**config.mk**
```make
export PLATFORM = sky130hd
export DESIGN_NAME = ipbb_prio_rr_lock_arb
export DESIGN_NICKNAME = d
export VERILOG_FILES = /design/src/rtl/ipbb_prio_arb_pkg.sv /design/src/rtl/ipbb_rr_pick.sv /design/src/rtl/ipbb_prio_rr_lock_arb.sv
export SDC_FILE = /design/constraint.sdc
export NUM_CORES = 1
export LEC_CHECK = 0
export BUFFER_PORTS_ARGS = -buffer_cell sky130_fd_sc_hd__buf_2
export CORE_ASPECT_RATIO = 1.2
export CORE_MARGIN = 8
export CORE_UTILIZATION = 50
export DETAILED_ROUTE_END_ITERATION = 10
export PLACE_DENSITY = 0.69
export SYNTH_ARGS = -nofsm -noshare
export SYNTH_HDL_FRONTEND = slang
export SYNTH_SLANG_ARGS = --single-unit
```
**constraint.sdc**
```tcl
create_clock -name clk -period 7.5 [get_ports clk]
set_input_delay 1.5 -clock clk [delete_from_list [all_inputs] [get_ports clk]]
set_output_delay 1.5 -clock clk [all_outputs]
set_load 0.01 [all_outputs]
```
**src/rtl/ipbb_prio_arb_pkg.sv**
```systemverilog
// Shared types and width helpers for the priority round-robin lock arbiter.
package ipbb_prio_arb_pkg;

    typedef enum logic [1:0] {
        ST_IDLE = 2'd0,
        ST_GNT  = 2'd1,
        ST_LOCK = 2'd2
    } arb_state_e;

    // max(1, clog2(n)) so a single-entry dimension still gets a 1-bit field
    function automatic int idx_width(input int n);
        return (n <= 2) ? 1 : $clog2(n);
    endfunction

    function automatic int cnt_width(input int limit);
        return idx_width(limit + 1);
    endfunction

endpackage

```
**src/rtl/ipbb_rr_pick.sv**
```systemverilog
// Combinational masked round-robin finder: first set bit at or above ptr, else first set bit overall.
module ipbb_rr_pick
    import ipbb_prio_arb_pkg::*;
#(
    parameter int NUM_QUE = 4,
    localparam int QW = idx_width(NUM_QUE)
) (
    input  logic [NUM_QUE-1:0] req,
    input  logic [QW-1:0]      ptr,
    output logic [QW-1:0]      id,
    output logic               vld
);

    logic [NUM_QUE-1:0] masked;

    always_comb begin
        masked = '0;
        id     = '0;
        vld    = |req;
        for (int i = 0; i < NUM_QUE; i++) begin
            masked[i] = req[i] && (QW'(i) >= ptr);
        end
        // Descending scans: the last hit written is the lowest index.
        for (int i = NUM_QUE - 1; i >= 0; i--) begin
            if (req[i]) id = QW'(i);
        end
        for (int i = NUM_QUE - 1; i >= 0; i--) begin
            if (masked[i]) id = QW'(i);
        end
    end

endmodule

```
**src/rtl/ipbb_prio_rr_lock_arb.sv**
```systemverilog
// Strict-priority arbiter with per-priority round-robin, starvation promotion
// and a lock mode that pins the grant to one queue across multi-beat transfers.
module ipbb_prio_rr_lock_arb
    import ipbb_prio_arb_pkg::*;
#(
    parameter int NUM_QUE      = 4,
    parameter int NUM_PRIORITY = 4,
    parameter int STARVE_LIMIT = 8,
    localparam int QW = idx_width(NUM_QUE),
    localparam int PW = idx_width(NUM_PRIORITY),
    localparam int CW = cnt_width(STARVE_LIMIT)
) (
    input  logic                                  clk,
    input  logic                                  rst_n,
    input  logic [NUM_PRIORITY-1:0][NUM_QUE-1:0]  req,
    input  logic                                  en,
    input  logic                                  gnt_ack,
    input  logic                                  ack_eop,
    output logic                                  gnt_vld,
    output logic [QW-1:0]                         gnt_id,
    output logic [PW-1:0]                         gnt_prio_id,
    output logic                                  gnt_starved,
    output logic                                  locked
);

    // Handshake: a grant is offered while gnt_vld=1; the consumer accepts it
    // with a one-cycle gnt_ack (ack_eop=1 releases, 0 locks). gnt_ack while
    // gnt_vld=0 or in IDLE has no effect.

    localparam logic [CW-1:0] LIMIT = CW'(STARVE_LIMIT);

    arb_state_e state, state_nxt;

    logic                    gnt_vld_nxt, gnt_starved_nxt, locked_nxt;
    logic [QW-1:0]           gnt_id_nxt;
    logic [PW-1:0]           gnt_prio_id_nxt;
    logic [QW-1:0]           ptr     [NUM_PRIORITY];
    logic [QW-1:0]           ptr_nxt [NUM_PRIORITY];
    logic [CW-1:0]           cnt     [NUM_PRIORITY];
    logic [CW-1:0]           cnt_nxt [NUM_PRIORITY];
    logic [QW-1:0]           pick_id [NUM_PRIORITY];
    logic [NUM_PRIORITY-1:0] pick_vld, starving;
    logic                    ack_ok, rel_ev, lock_ev, arb;
    logic                    win_vld, win_starved;
    logic [PW-1:0]           win_prio;
    logic [QW-1:0]           win_id;
    logic [QW-1:0]           ptr_inc;

    assign ack_ok  = gnt_ack && gnt_vld && (state != ST_IDLE);
    assign rel_ev  = ack_ok && ack_eop;
    assign lock_ev = ack_ok && !ack_eop && (state == ST_GNT);
    assign ptr_inc = (gnt_id == QW'(NUM_QUE - 1)) ? '0 : gnt_id + QW'(1);

    // Pointers and counters are advanced first so a release re-arbitrates on updated state.
    always_comb begin
        for (int p = 0; p < NUM_PRIORITY; p++) begin
            ptr_nxt[p] = ptr[p];
            cnt_nxt[p] = cnt[p];
            if (rel_ev && gnt_prio_id == PW'(p)) ptr_nxt[p] = ptr_inc;
            if (p == 0 || !(|req[p]) || (rel_ev && gnt_prio_id == PW'(p))) begin
                cnt_nxt[p] = '0;
            end else if (rel_ev && gnt_prio_id < PW'(p) && cnt[p] != LIMIT) begin
                cnt_nxt[p] = cnt[p] + CW'(1);
            end
            starving[p] = (STARVE_LIMIT != 0) && (p != 0) && (cnt_nxt[p] == LIMIT);
        end
    end

    for (genvar p = 0; p < NUM_PRIORITY; p++) begin : g_pick
        ipbb_rr_pick #(.NUM_QUE(NUM_QUE)) u_pick (
            .req (req[p]),
            .ptr (ptr_nxt[p]),
            .id  (pick_id[p]),
            .vld (pick_vld[p])
        );
    end

    always_comb begin
        win_vld     = |pick_vld;
        win_prio    = '0;
        win_id      = '0;
        win_starved = 1'b0;
        for (int p = NUM_PRIORITY - 1; p >= 0; p--) begin
            if (pick_vld[p]) begin
                win_prio = PW'(p);
                win_id   = pick_id[p];
            end
        end
        // A starving priority overrides the plain priority order.
        for (int p = NUM_PRIORITY - 1; p >= 0; p--) begin
            if (pick_vld[p] && starving[p]) begin
                win_prio    = PW'(p);
                win_id      = pick_id[p];
                win_starved = 1'b1;
            end
        end
    end

    assign arb = en && win_vld;

    always_comb begin
        state_nxt       = state;
        gnt_vld_nxt     = gnt_vld;
        gnt_id_nxt      = gnt_id;
        gnt_prio_id_nxt = gnt_prio_id;
        gnt_starved_nxt = gnt_starved;
        locked_nxt      = locked;
        case (state)
            ST_IDLE: begin
                if (arb) begin
                    state_nxt       = ST_GNT;
                    gnt_vld_nxt     = 1'b1;
                    gnt_id_nxt      = win_id;
                    gnt_prio_id_nxt = win_prio;
                    gnt_starved_nxt = win_starved;
                    locked_nxt      = 1'b0;
                end
            end
            ST_GNT, ST_LOCK: begin
                if (rel_ev && arb) begin
                    state_nxt       = ST_GNT;
                    gnt_vld_nxt     = 1'b1;
                    gnt_id_nxt      = win_id;
                    gnt_prio_id_nxt = win_prio;
                    gnt_starved_nxt = win_starved;
                    locked_nxt      = 1'b0;
                end else if (rel_ev) begin
                    state_nxt       = ST_IDLE;
                    gnt_vld_nxt     = 1'b0;
                    gnt_starved_nxt = 1'b0;
                    locked_nxt      = 1'b0;
                end else if (lock_ev || state == ST_LOCK) begin
                    state_nxt   = ST_LOCK;
                    locked_nxt  = 1'b1;
                    gnt_vld_nxt = req[gnt_prio_id][gnt_id];
                end
            end
            default: begin
                state_nxt   = ST_IDLE;
                gnt_vld_nxt = 1'b0;
                locked_nxt  = 1'b0;
            end
        endcase
    end

    always_ff @(posedge clk) begin
        if (!rst_n) begin
            state       <= ST_IDLE;
            gnt_vld     <= 1'b0;
            gnt_id      <= '0;
            gnt_prio_id <= '0;
            gnt_starved <= 1'b0;
            locked      <= 1'b0;
            for (int p = 0; p < NUM_PRIORITY; p++) begin
                ptr[p] <= '0;
                cnt[p] <= '0;
            end
        end else begin
            state       <= state_nxt;
            gnt_vld     <= gnt_vld_nxt;
            gnt_id      <= gnt_id_nxt;
            gnt_prio_id <= gnt_prio_id_nxt;
            gnt_starved <= gnt_starved_nxt;
            locked      <= locked_nxt;
            for (int p = 0; p < NUM_PRIORITY; p++) begin
                ptr[p] <= ptr_nxt[p];
                cnt[p] <= cnt_nxt[p];
            end
        end
    end

endmodule

```
==> impl_results.md <==
- Status: completed
- Global-route wire length before repair: 11.5 mm
- Max incr delay on CP: 720 ps
- Post-detail-place hpwl: 5.15 mm
- Clock Latency Late Sink: 290 ps
- Hold path depth: 2
- Syn avg cell area: 7.79 um^2
- Worst-margin pin slew: 819 ps
- Worst EP required: 7670 ps
- Worst Path Arrival: 3850 ps
- Initial core utilization: 51.6%
- Boundary Pins: 28
- Die W: 81.2 um
- Initial DRC Count: 226
- Post-synth EDFFs: 0
- RSZ-0062 raised after global routing: no
- Slowest CP cell: and4b_1
- CP endpoint kind: flop
- Clock Tree Buf Depth: 2
- Max Clock Skew: 4.66 ps
- Initial antenna violation count: 0
- DRT met1 WL: 2.94 mm
- Post-CTS Hold Fix Bufs: 0
- Final Slew Violations: 0
- Fraction of layout cells with a size suffix above 1: 15.1%
- CTS tree: yes
- Total power: 0.000573 W
- Hold WC Path Type: flop to flop
- Leakage: 1.03 nW
- Setup slack, reg-to-reg: 4360 ps
- CP Cell Sequence: buf_2 > and4b_1 > o211ai_1 > mux2i_1 > or3_1 > a31o_2 > a41oi_1 > a31oi_1
- Largest net degree at the start of global routing: 26
- Max_slew headroom: 45.3%
- Synth top area share: 22.8%
- Synth Area in Adders: 5.40%
- Die area: 7650 um^2
- Post-synth ARST share: 0%
- Final hold viol count: 0
- Area of the core: 4940 um^2
- Seq/Total Area, Yosys: 22.8%
- Finished Core Util: 56.7%
- Final wirelength: 6.82 mm
- Fin crit share: 49.1%
- Worst setup margin: 3820 ps
- Hold Path End: gnt_starved
- Peak supply drop: 0.0985 mV
- WL met3: 403 um
- Post-Synthesis Cells: 327
- Die H: 94.2 um
- Grt total ovfl: 0
- # DRC: 0
- Biggest area consumer among synthesized cells: dfxtp_1
- Post-Syn Area: 2550 um^2
- Post-CTS Setup Repair Bufs: 0
- Metal2 WL: 3.28 mm
- Synth Area in XOR/XNOR: 3.09%
- Max Cap Viol: 0
- Vias: 2562
- #FFs+latches synth: 29
- CP top delay family: simple AND/OR/NAND/NOR gates
- Largest family of logic cells by synthesized area: compound AO/OA/AOI/OAI gates
- Reg-to-reg startpoint: state[0]
- Nets@finish: 381
- Setup_tns: 0 ps
- Multiplexer area fraction after synthesis: 8.84%
- DR vias/cell: 6.25
- Power density cells: 205 nW/um^2
- Simple-gate area share of the yosys netlist: 27.1%
- Min-delay src: gnt_starved
- Buffers & Inverters on Critical Path: 1
- CTS root buf: clkbuf_8
- Crit-path max FO: 22
- Count of final setup violators: 0
- TritonRoute pass-1 iters: 4
- Cell row count: 28
- Num Clock Sinks: 29
- Final Critical Period: 3680 ps
- Clk pin slew, worst setup/hold paths: 70 ps
- Worst R2R Path Depth: 9
- Synth Area in Compound Gates: 27.4%
- Number of global-route vias before repair: 2423
- DP Worst Slack: 3550 ps
- Routability cong.: 0.911
- Synth Flop Type: dfxtp_1
- Fmax: 272 MHz
- Setup CP Type: input pin to flop
- H-Tree Depth: 2
- Hold WS: 483 ps
- DR WL/cell: 16.6 um
- ANT cells: 0
- TritonCTS buffer count: 5
- Yosys warnings: 0
- Final ANT Viol Nets: 0
- Area contributors post-synth: dfxtp_1 23%, ha_1 5.4%, mux4_2 4.4%, nor2_1 4.4%, a21oi_1 4.1%
- GRT Resource Usage Total: 18.8%
- # port buffers: 27
- P&R area growth vs syn: 9.82%
- Startpoint Class: input pin
- Netlist cell types: 57
- Reg-to-Reg End: gnt_id[0]
- Highest metal used: met4
- Post-CTS Resized: 0
- Mapped Nets: 359
==> through the flow <==
stage                     instance area [um^2]  instances
after CTS                                 2800        410
after floorplan                           2550        327
final                                     2800        410
after global placement                    2710        402
after detailed placement                  2710        402
after global routing                      2800        410
==> cell type report <==
type	count	area, um^2
clock buffers	5	68.8
clock inverters	3	17.5
repair buffers	28	143
multi-input cells	263	1830
fillers	498	2140
well taps	60	75.1
inverters	22	82.6
flip-flops and latches	29	581
==> state kept, by name, indices dropped and copies added (netlist names) <==
register	count
gnt_vld	1
gnt_id	2
ptr	8
state	2
cnt	12
gnt_prio_id	2
gnt_starved	1
locked	1
==> placed cells by master, fill, tap and decap left out, types with 9 or more instances in the layout <==
master,count
a21oi_1,21
buf_2,27
dfxtp_1,29
ha_1,11
inv_1,22
mux2i_1,9
nand2_1,19
nand3_1,10
nor2_1,30
nor2b_1,12
nor3_1,11
o211ai_1,10
o21ai_0,18
==> synth_stat cells (4+ instances only) <==
library cell,number
nor2_1,30
dfxtp_1,29
inv_1,22
a21oi_1,21
nand2_1,19
o21ai_0,18
nor2b_1,12
ha_1,11
nor3_1,11
nand3_1,10
o211ai_1,10
mux2i_1,9
clkbuf_1,8
nand2b_1,7
nand4_1,7
nor4_1,7
a21boi_0,6
a31oi_1,6
o31ai_1,6
mux4_2,5
xnor2_1,5
and2_1,4
and3_1,4
buf_2,4
o21a_1,4
xor2_1,4
==> power by group <==
group	switching (W)	internal, W	leakage (nW)	total [W]
clock network	0.0000664	0.0000639	0.0439	0.000130
registers	0.0000303	0.000170	0.234	0.000201
logic	0.000137	0.000104	0.754	0.000242
total	0.000234	0.000339	1.03	0.000573
==> tightest hold or removal path, cell delays in order, from the launching register on <==
cell and delay, ps:
dfxtp_1 310, o31ai_1 50, a21boi_0 70
==> cell families after synthesis <==
group                      Yosys count
DFF                                 29
adders and majority gates           11
AOI/OAI and AO/OA                  101
muxes                               16
buffers and inverters               35
xor gates and xnor gates             9
and+or+nand+nor                    126
==> how the worst max path moves through the flow <==
stage / from / endpoint / slack [ps] / cells past startpoint
2_1_floorplan: req[11] / locked / 4250 / 8
3_3_place_gp: ack_eop / gnt_id[0] / 3660 / 8
3_5_place_dp: ack_eop / gnt_id[0] / 3550 / 8
4_1_cts: ack_eop / gnt_id[0] / 3850 / 8
5_1_grt: ack_eop / gnt_id[0] / 3630 / 8
6_report: ack_eop / gnt_id[0] / 3820 / 8
==> metal layers <==
| metal | GRT usage (%) | vias to the layer above |
|---|---|---|
| met5 | 0 | - |
| met4 | 9.10 | 0 |
| met3 | 3.83 | 17 |
| met2 | 31.0 | 74 |
| met1 | 22.6 | 1194 |
| li1 | - | 1277 |
(Power assumes the default switching activity.)
